--- config.mk ---
export PLATFORM = sky130hd
export DESIGN_NAME = f_npc_pc_flat
export DESIGN_NICKNAME = d
export VERILOG_FILES = /design/src/rtl/f_npc_pc_if.sv /design/src/rtl/f_npc_pc.sv /design/src/flat_wrapper.sv
export SDC_FILE = /design/constraint.sdc
export NUM_CORES = 1
export LEC_CHECK = 0
export BUFFER_PORTS_ARGS = -buffer_cell sky130_fd_sc_hd__buf_2
export CORE_ASPECT_RATIO = 1.2
export CORE_UTILIZATION = 53
export CTS_CLUSTER_SIZE = 12
export DETAILED_ROUTE_END_ITERATION = 12
export PLACE_DENSITY = 0.79
export SYNTH_ARGS = -nofsm -noshare
export SYNTH_HDL_FRONTEND = slang
export SYNTH_SLANG_ARGS = --single-unit
--- constraint.sdc ---
create_clock -name clk -period 2.58 [get_ports clk]
set_clock_uncertainty 0.1 [all_clocks]
set_input_delay 0.129 -clock clk [delete_from_list [all_inputs] [get_ports clk]]
set_output_delay 0.129 -clock clk [all_outputs]
set_load 0.01 [all_outputs]
--- src/rtl/f_npc_pc_if.sv ---
// f_npc_pc_if: D-stage to fetch-PC bundle.
//   master: hazard unit / D stage drives en, D_pc, D_imm26, npc_op, b_jump, D_rs_data
//   slave : fetch PC block drives F_pc, D_pc8, redirect, F_exc_adel
interface f_npc_pc_if;
  logic        en;
  logic [31:0] D_pc;
  logic [25:0] D_imm26;
  logic [2:0]  npc_op;
  logic        b_jump;
  logic [31:0] D_rs_data;
  logic [31:0] F_pc;
  logic [31:0] D_pc8;
  logic        redirect;
  logic        F_exc_adel;

  modport master (
    output en, D_pc, D_imm26, npc_op, b_jump, D_rs_data,
    input  F_pc, D_pc8, redirect, F_exc_adel
  );

  modport slave (
    input  en, D_pc, D_imm26, npc_op, b_jump, D_rs_data,
    output F_pc, D_pc8, redirect, F_exc_adel
  );
endinterface

--- src/rtl/f_npc_pc.sv ---
// f_npc_pc: fetch-stage program counter and next-PC selector.
// Holds the fetch PC, advances by 4 when enabled, and redirects to
// branch / j / jr targets resolved in D. The delay slot is never squashed.
// Ports:
//   clk   - pipeline clock, rising edge
//   reset - asynchronous active-high reset
//   bus   - f_npc_pc_if.slave (en, D_pc, D_imm26, npc_op, b_jump, D_rs_data in;
//           F_pc, D_pc8, redirect, F_exc_adel out)
// Build option: define PC_ALIGN_CHECK_EN to register a fetch address error
// flag (misaligned or outside [IM_BASE, IM_BASE+IM_SIZE)); otherwise the
// flag is tied to 0.
module f_npc_pc #(
  parameter logic [31:0] PC_RESET = 32'h0000_3000,
  parameter logic [31:0] IM_BASE  = 32'h0000_3000,
  parameter logic [31:0] IM_SIZE  = 32'h0000_3000
) (
  input logic         clk,
  input logic         reset,
  f_npc_pc_if.slave   bus
);

  localparam int unsigned W = 32;

  localparam logic [2:0] OP_SEQ = 3'd0;
  localparam logic [2:0] OP_BR  = 3'd1;
  localparam logic [2:0] OP_J   = 3'd2;
  localparam logic [2:0] OP_JR  = 3'd3;

  logic [W-1:0] pc_q;
  logic [W-1:0] next_pc_c;
  logic [W-1:0] d_pc4_c;
  logic [W-1:0] br_off_c;
  logic         redirect_c;

  // Target arithmetic, all modulo 2^32
  assign d_pc4_c  = bus.D_pc + W'(4);
  assign br_off_c = {{14{bus.D_imm26[15]}}, bus.D_imm26[15:0], 2'b00};

  // Next-PC select; reserved opcodes fall through to sequential
  always_comb begin
    next_pc_c  = pc_q + W'(4);
    redirect_c = 1'b0;
    case (bus.npc_op)
      OP_BR: begin
        if (bus.b_jump) begin
          next_pc_c  = d_pc4_c + br_off_c;
          redirect_c = 1'b1;
        end
      end
      OP_J: begin
        next_pc_c  = {d_pc4_c[31:28], bus.D_imm26, 2'b00};
        redirect_c = 1'b1;
      end
      OP_JR: begin
        next_pc_c  = bus.D_rs_data;
        redirect_c = 1'b1;
      end
      OP_SEQ:  ;
      default: ;
    endcase
  end

  // Fetch PC register; a stall discards the computed target
  always_ff @(posedge clk or posedge reset) begin
    if (reset) begin
      pc_q <= PC_RESET;
    end else if (bus.en) begin
      pc_q <= next_pc_c;
    end
  end

`ifdef PC_ALIGN_CHECK_EN
  localparam logic [W:0] IM_END = {1'b0, IM_BASE} + {1'b0, IM_SIZE};

  logic adel_q;
  logic bad_c;

  // Compare in 33 bits so a window ending at 2^32 does not wrap
  always_comb begin
    bad_c = 1'b0;
    if (next_pc_c[1:0] != 2'b00)       bad_c = 1'b1;
    if (next_pc_c < IM_BASE)           bad_c = 1'b1;
    if ({1'b0, next_pc_c} >= IM_END)   bad_c = 1'b1;
  end

  // Flag tracks the PC actually loaded; the faulting PC is still loaded
  always_ff @(posedge clk or posedge reset) begin
    if (reset) begin
      adel_q <= 1'b0;
    end else if (bus.en) begin
      adel_q <= bad_c;
    end
  end

  assign bus.F_exc_adel = adel_q;
`else
  logic unused_cfg;
  assign unused_cfg     = ^{IM_BASE, IM_SIZE};
  assign bus.F_exc_adel = 1'b0;
`endif

  assign bus.F_pc     = pc_q;
  assign bus.D_pc8    = bus.D_pc + W'(8);
  assign bus.redirect = redirect_c;

endmodule

--- src/flat_wrapper.sv ---
// flat-port wrapper written by rule: the top's interface ports become plain ports
module f_npc_pc_flat 
#(
  parameter logic [31:0] PC_RESET = 32'h0000_3000,
  parameter logic [31:0] IM_BASE  = 32'h0000_3000,
  parameter logic [31:0] IM_SIZE  = 32'h0000_3000
)
  (clk, reset, bus_en, bus_D_pc, bus_D_imm26, bus_npc_op, bus_b_jump, bus_D_rs_data, bus_F_pc, bus_D_pc8, bus_redirect, bus_F_exc_adel);
  f_npc_pc_if bus_i ();
  input logic clk;
  input logic reset;
  input wire logic [$bits(bus_i.en)-1:0] bus_en;
  input wire logic [$bits(bus_i.D_pc)-1:0] bus_D_pc;
  input wire logic [$bits(bus_i.D_imm26)-1:0] bus_D_imm26;
  input wire logic [$bits(bus_i.npc_op)-1:0] bus_npc_op;
  input wire logic [$bits(bus_i.b_jump)-1:0] bus_b_jump;
  input wire logic [$bits(bus_i.D_rs_data)-1:0] bus_D_rs_data;
  output wire logic [$bits(bus_i.F_pc)-1:0] bus_F_pc;
  output wire logic [$bits(bus_i.D_pc8)-1:0] bus_D_pc8;
  output wire logic [$bits(bus_i.redirect)-1:0] bus_redirect;
  output wire logic [$bits(bus_i.F_exc_adel)-1:0] bus_F_exc_adel;
  assign bus_i.en = bus_en;
  assign bus_i.D_pc = bus_D_pc;
  assign bus_i.D_imm26 = bus_D_imm26;
  assign bus_i.npc_op = bus_npc_op;
  assign bus_i.b_jump = bus_b_jump;
  assign bus_i.D_rs_data = bus_D_rs_data;
  assign bus_F_pc = bus_i.F_pc;
  assign bus_D_pc8 = bus_i.D_pc8;
  assign bus_redirect = bus_i.redirect;
  assign bus_F_exc_adel = bus_i.F_exc_adel;
  f_npc_pc #(.PC_RESET(PC_RESET), .IM_BASE(IM_BASE), .IM_SIZE(IM_SIZE)) u_core (.clk(clk), .reset(reset), .bus(bus_i));
endmodule
# After elaboration in Yosys (flattened, before gate mapping)
# Index checks and enable logic that the tools add are counted.
# W data, S select, Z words.
[word_totals]
ff_bits = 32
inputBits = 97
out_inout_bits = 66
word_cells = 13
[op_classes]
add_sub_neg = 4
n_eq_ne = 3
mux = 4
reduce_logical = 1
[ops]
columns = ["cell", "count"]
rows = [
  ["$pmux W32 S3", 1],
  ["$add A32 B3 Y32 const B", 2],
  ["$add A32 B32 Y32", 1],
  ["$add A32 B4 Y32 const B", 1],
  ["$mux W32", 1],
  ["$eq A3 B2 Y1 const B", 2],
  ["$eq A3 B1 Y1 const B", 1],
  ["$pmux W1 S2", 1],
  ["$reduce_or A2 Y1", 1],
  ["$mux W1", 1],
]

# Longest topological paths before layout
# Gate-level depths: netlist (run 1).
[depth]
word_depth = 4
depth_mapped = 19

# Worst setup path after synthesis (run 1)
# OpenSTA, ideal clock, no wires.
[synth_timing]
kind = "in2reg"
start = "in bus_D_pc[3]"
end = "reg u_core.pc_q[30] (netlist: u_core.bus.F_pc[30])"
setup_ps = 126
arrival_time_ps = 3203
required_ps = 2354
path_slack_ps = -848
path_stages = 19
n_path_buf = 2
path_cell_list = "ha_1 > and4_1 > nand2_1 > nor2_1 > and3_1 > clkbuf_1 > nand2_1 > xnor2_1 > ha_1 > and2_1 > clkbuf_1 > nand2_1 > o21ai_0 > nor4b_1 > a21oi_1 > o21ai_0 > xnor2_1 > a221oi_1 > nor2_1"
[synth_via]
elab_chain_cells = 4
[synth_lines]
columns = ["element", "line", "text"]
rows = [
  ["start: declaration", "flat_wrapper.sv:13", "input wire logic [$bits(bus_i.D_pc)-1:0] bus_D_pc;"],
  ["$add A32 B3 Y32 *", "f_npc_pc.sv:36", "assign d_pc4_c = bus.D_pc + W'(4);"],
  ["$add A32 B32 Y32", "f_npc_pc.sv:46", "next_pc_c = d_pc4_c + br_off_c;"],
  ["$mux W32", "f_npc_pc.sv:45", "if (bus.b_jump) begin"],
  ["$pmux W32 S3 *", "f_npc_pc.sv:43", "case (bus.npc_op)"],
  ["end signal: assignment", "f_npc_pc.sv:68", "pc_q <= next_pc_c;"],
  ["end: declaration", "f_npc_pc.sv:29", "logic [W-1:0] pc_q;"],
]
# Mark *: on every way between the ends. The rest lies on a longest branch, timed or not.
# A chain may end at the register's enable or synchronous reset.

# Worst setup path in the final report (run 1)
# Same ends and word-level chain as after synthesis.

==> results of run 1 <==
## kinds of logic after synthesis
kind of cell	after synthesis	synth area share, %
AND/OR/NAND/NOR	244	25.6
AO/OA/AOI/OAI	216	28.1
XOR/XNOR	89	15.7
buffers and inverters	60	5.24
adder cells (fa/ha/maj)	35	8.88
flip-flops	32	16.0
multiplexers	2	0.399
other	1	0.0748
## metal layers
layer / GRT usage, % / part of all wire (%) / vias to the layer above
li1: - / - / 3112
met1: 42.8 / 34 / 3217
met2: 66.8 / 49 / 531
met3: 4.22 / 8.8 / 152
met4: 20.6 / 8.0 / 0
met5: 0 / 0 / -
## power by group through the flow
stage / Clock [mW] / Combinational, mW / Sequential [mW]
5_1_grt: 0.507 / 1.83 / 0.742
3_5_place_dp: 0 / 1.42 / 0.732
6_report: 0.486 / 1.73 / 0.728
3_3_place_gp: 0 / 1.37 / 0.722
4_1_cts: 0.487 / 1.48 / 0.723
2_1_floorplan: 0 / 0.740 / 0.771
## critical path, cell delays in order
cell and delay [ns]:
buf_8 0.08, ha_4 0.13, and4_4 0.25, nand2_8 0.08, buf_12 0.13, nor3_4 0.19
nand3_2 0.12, buf_4 0.15, xnor2_1 0.11, ha_1 0.33, buf_4 0.16, a21oi_1 0.16
o21bai_1 0.10, a21oi_1 0.25, nand3_1 0.16, o21ai_1 0.21, xnor2_1 0.09, a221oi_1 0.26
nor2_1 0.06
## cell usage after synthesis (6+ instances only)
master    count
nand3_1      38
a22oi_1      11
nand2_1      65
a21o_1       12
buf_2         6
o21ai_0      47
and2_1        6
a31oi_1       7
a221o_1      10
nand2b_1      8
clkbuf_1     25
a21oi_1      66
and3_1       17
dfrtp_1      30
o211ai_1      7
xor2_1       34
nor3_1       14
nor3b_1       6
buf_4         6
nand4_1      10
inv_1        19
xnor2_1      54
a221oi_1     12
nor2_1       48
ha_1         34
o21a_1        8
## layout make-up
type                    count  area, sq um
flip-flops and latches     32          803
inverters                  20         75.1
multi-input cells         587         4630
clock inverters             2         35.0
fillers                   484         1240
well taps                 120          150
repair buffers            327         2120
clock buffers               6         72.6
## path summary, 6_finish.rpt
check                                      end  slack [ns]
min                         u_core.bus.F_pc[8]        0.09
max                        u_core.bus.F_pc[30]       -0.51
max in group asynchronous  u_core.bus.F_pc[13]        1.67
max reg2reg                u_core.bus.F_pc[28]        0.01
min in group asynchronous   u_core.bus.F_pc[0]        0.36
min reg2reg                u_core.bus.F_pc[12]        0.45
## stage by stage
stage                     cells  power, mW
final                      1094       2.95
after global routing       1094       3.08
after CTS                  1081       2.69
after detailed placement   1065       2.15
after global placement     1065       2.09
after floorplan             679       1.51
## repair_timing
item | 4_1_cts | 5_1_grt
setup buffers | 8 | 14
pin swaps | 39 | 61
hold endpoints to repair | 30 | 0
gates resized for setup | 46 | 89
hold buffers | 1 | 0
endpoints found under the setup margin | 18 | 23
==> run metrics, run 1 <==
reg2reg path depth=9; Crit Path Class=input pin to register; DR DRC count=0; sequential fraction of design power=around a quarter; clk buf depth=2; IO Count=~160; fraction of power spent switching nets=42.7%; H-Tree Depth=2; post-synthesis cell type count=67; number of diodes=0; initial antenna violation count=0; Fin Hold WS=0.0854 ns; Post-synth ARST share=100%; synth top area cells=dfrtp_1, xnor2_1, ha_1, a21oi_1, xor2_1; Gate power share=58.8%; Fmax=324 MHz; placed cell areas=around 0.0070 sq mm; outcome=finished, violations left; detailed placement HPWL=14.4 mm; top cell type's share of synthesized area=15.0%; Max VDD drop=around 0.26 mV; Core Box Area=0.00913 sq mm; Hold Path Stages=3; HP Class=input pin to register; Slew HR=62.6%; CP Max Fanout=3; sw power=around 1.3 mW; Yosys reg bits=32; Setup WS post-layout=-0.510 ns; Pwr Density=about 370 mW/mm^2; die height=109 um; Initial Util=54.9%; port bufs=161; Avg Vias per Cell=roughly 6.4; CTS Root Cell=clkbuf_8; CTS tree=yes; Die Wd=90.8 um; Critical R2R Launch=u_core.bus.F_pc[2]; Pint=1.69 mW; synthesized area per cell=roughly 7.4 sq um; final instance area=0.00789 sq mm; final setup violation count=22; area grow syn2layout=57.3%; via count=7012; crit start category=input pin; die footprint=0.00985 sq mm; worst path required time=2.65 ns; Seq/Total Area, Yosys=16.0%; first-pass detailed-route iteration total=9; vias in the first global route=approximately 6.3k; final hold vios=0; Mapped Cells=679; Nets=1105; synth warn=0; most common cell after layout, fill and taps aside=buf_4; part of the power in the clock network=16.5%; Pins Over Slew Limit=0; global route total overflow=0; leading area contributor after synthesis=dfrtp_1; WP data arrival=approximately 3.2 ns; Clock Latency Late Sink=0.30 ns; gp weighted congestion=roughly 0.96; EDFF count, synth=0; Mapped Nets=slightly above 800; gr usage total=37.1%; Worst-path clk slew=approximately 0.06 ns; layout cells sized above 1=46.9%; clock buffer count from CTS=5; pre-CTS WS=-0.662 ns; Detail Route Antenna Nets=0; max-cap violations=0; Tcrit/Tclk final=120%; cell row count=38; Core Util, Final=86.4%; crit end category=register; beginning of the worst hold path=bus_D_rs_data[8]; area of the mapped netlist=roughly 0.005 sq mm; crit path from=bus_D_pc[3]; main flop type after synthesis=dfrtp_1; commonest non-fill, non-tap cells in the layout=buf_4, buf_2, nand2_1; first-pass GRT wire length=29.4 mm; pin count of the biggest net entering global routing=42; average wire per standard cell=20.4 um; WL final=around 22 mm; Largest register FFs=32; setup tns final=-4.81 ns; Final min period=around 3 ns; Least-Margin Pin Slew=0.558 ns; failing checks=setup timing; Clock Sinks=32; drt first-iter violations=621; RSZ-0062 raised after global routing=yes; leakage dissipation=3.64 nW
(Power assumes the default switching activity.)
==> run 2, diff against run 1 <==
--- a/config.mk
+++ b/config.mk
@@ -7,10 +7,10 @@
 export LEC_CHECK = 0
 export BUFFER_PORTS_ARGS = -buffer_cell sky130_fd_sc_hd__buf_2
 export CORE_ASPECT_RATIO = 1.2
-export CORE_UTILIZATION = 53
+export CORE_UTILIZATION = 50
 export CTS_CLUSTER_SIZE = 12
 export DETAILED_ROUTE_END_ITERATION = 12
-export PLACE_DENSITY = 0.79
+export PLACE_DENSITY = 0.75
 export SYNTH_ARGS = -nofsm -noshare
 export SYNTH_HDL_FRONTEND = slang
 export SYNTH_SLANG_ARGS = --single-unit
==> run metrics, run 2 (synthesis results as in run 1) <==
Initial Util=52.2% (-2.8 points); layout cells sized above 1=45.3% (-1.6 points); area grow syn2layout=55.7%; Nets=1112 (+0.63%); max-cap violations=0 (unchanged); die footprint=0.0104 sq mm (+5.9%); WL final=19.1 mm (-14%); final setup violation count=14 (-36%); Least-Margin Pin Slew=0.992 ns (+0.434 ns); Final min period=2.89 ns (-0.204 ns); clock buffer count from CTS=5 (unchanged); global route total overflow=0 (unchanged); initial antenna violation count=0 (unchanged); die height=112 um (+2.9%); pin count of the biggest net entering global routing=42 (unchanged); met1 global-route usage=43.2% (+0.42 points); Largest register FFs=32 (unchanged); commonest non-fill, non-tap cells in the layout=buf_4, buf_2, nand2_1; Clock Sinks=32 (unchanged); Crit Path Class=input pin to register; Pwr Density=378 mW/mm^2 (+1.3%); worst path required time=2.65 ns (about the same); Die Wd=93.4 um (+2.9%); Worst-path clk slew=0.05 ns (about the same); setup tns final=-2.92 ns (+1.90 ns); RSZ-0062 raised after global routing=yes; crit end category=register; met3 GRT Util=3.96% (-0.26 points); FF-to-FF setup slack=0 ns (about the same); Fmax=346 MHz (+7.1%); number of diodes=0 (unchanged); via count=6642 (-5.3%); Most Crowded Layer GR=met2; clk buf depth=2 (unchanged); CTS Root Cell=clkbuf_16; outcome=finished, violations left; GR Util met2=60.0% (-6.8 points); port bufs=161 (unchanged); detailed placement HPWL=14.2 mm (-1.1%); Sequential Area=803 sq um (unchanged); cell row count=39 (+2.6%); CTS tree=yes; DR DRC count=0 (unchanged); CP Max Fanout=4 (+1); Max VDD drop=0.268 mV (+1.7%); HP Class=input pin to register; post-route insts no fill=1103 (+0.82%); first-pass detailed-route iteration total=8 (-1); final hold vios=0 (unchanged); first-pass GRT wire length=29.3 mm (-0.63%); Tcrit/Tclk final=112% (-7.9 points); WP data arrival=2.96 ns (-0.20 ns); leakage dissipation=3.66 nW (+0.44%); most common cell after layout, fill and taps aside=buf_4; Clock Latency Late Sink=0.28 ns (-0.02 ns); Avg Vias per Cell=6.02 (-6.0%); gp weighted congestion=0.944 (-1.4%); Core Box Area=0.00961 sq mm (+5.3%); vias in the first global route=6219 (-1.2%); dpl cells=1069 (+0.38%); # fillers=625 (+29%); failing checks=setup timing; Setup WS post-layout=-0.306 ns (+0.204 ns); gr usage total=34.8% (-2.3 points); Slew HR=33.6% (-29 points); multi-input logic area=0.00444 sq mm (-4.1%); Detail Route Antenna Nets=0 (unchanged); average wire per standard cell=17.3 um (-15%); Core Util, Final=81.2% (-5.2 points); IO Count=163 (unchanged); drt first-iter violations=428 (-31%); Fin Hold WS=0.0739 ns (-0.0115 ns); Pins Over Slew Limit=0 (unchanged); H-Tree Depth=2 (unchanged); crit start category=input pin
[run 2: changes by cell type in the layout (fill, tap and decap cells not counted), moves of 3 or more]
cell / change
buf_4: +9
o21ai_0: +6
clkbuf_16: +5
o21ai_1: -4
xnor2_1: +4
xnor2_2: -4
buf_6: -3
clkbuf_8: -3
nor2_1: +3
[run 2: final cells by class]
class	count	area share [%]
Inverter	20	0.962
Timing Repair Buffer	334	27.9
Multi-Input combinational cell	587	56.9
Tap cell	123	1.97
Clock buffer	7	1.96
Sequential cell	32	10.3
[run 2: timing repair]
action | in CTS | in global routing
endpoints found under the setup margin | 18 | 20
endpoints found under the hold margin | 30 | 0
pin swaps | 53 | 39
hold buffers | 1 | 0
gates resized for setup | 53 | 46
buffers inserted | 15 | 12
[run 2: routing by layer]
layer | vias to the layer above | wire [um]
met5 | - | 0
met4 | 0 | 688
met3 | 71 | 1490
met2 | 378 | 9500
met1 | 3084 | 7450
li1 | 3109 | -
[run 2: stage by stage]
step	area (sq um)	power, mW	setup slack, ns
global route	7800	3.10	-0.517
global placement	7010	2.10	-0.573
floorplan	5130	1.51	-0.488
CTS	7500	2.84	-0.249
detailed placement	7010	2.15	-0.663
finish	7800	2.95	-0.306
[run 2: report_power, final]
group	leakage [nW]	internal, mW	switching (mW)	total, mW
combinational	3.21	0.765	0.835	1.60
sequential	0.369	0.604	0.130	0.734
clock	0.0760	0.404	0.214	0.618
total	3.66	1.77	1.18	2.95
[run 2: worst max-delay path: stages]
cell,delay (ns)
buf_8,0.08
ha_4,0.13
and4_4,0.24
nand2_4,0.08
nor2_4,0.10
and3_4,0.20
nand4_1,0.09
xnor2_1,0.15
ha_1,0.34
a21oi_2,0.17
o21bai_1,0.08
a21o_1,0.19
nor4b_2,0.31
a21oi_2,0.10
o21ai_1,0.17
xnor2_1,0.10
a221oi_2,0.24
nor2_1,0.06
[run 2: final timing paths]
kind / from / endpoint / cells past startpoint
max: bus_D_pc[4] / u_core.bus.F_pc[30] / 18
min: bus_D_rs_data[8] / u_core.bus.F_pc[8] / 3
max reg2reg: u_core.bus.F_pc[3] / u_core.bus.F_pc[28] / 9
min reg2reg: u_core.bus.F_pc[24] / u_core.bus.F_pc[24] / 1
max in group asynchronous: reset / u_core.bus.F_pc[12] / 4
min in group asynchronous: reset / u_core.bus.F_pc[27] / 4
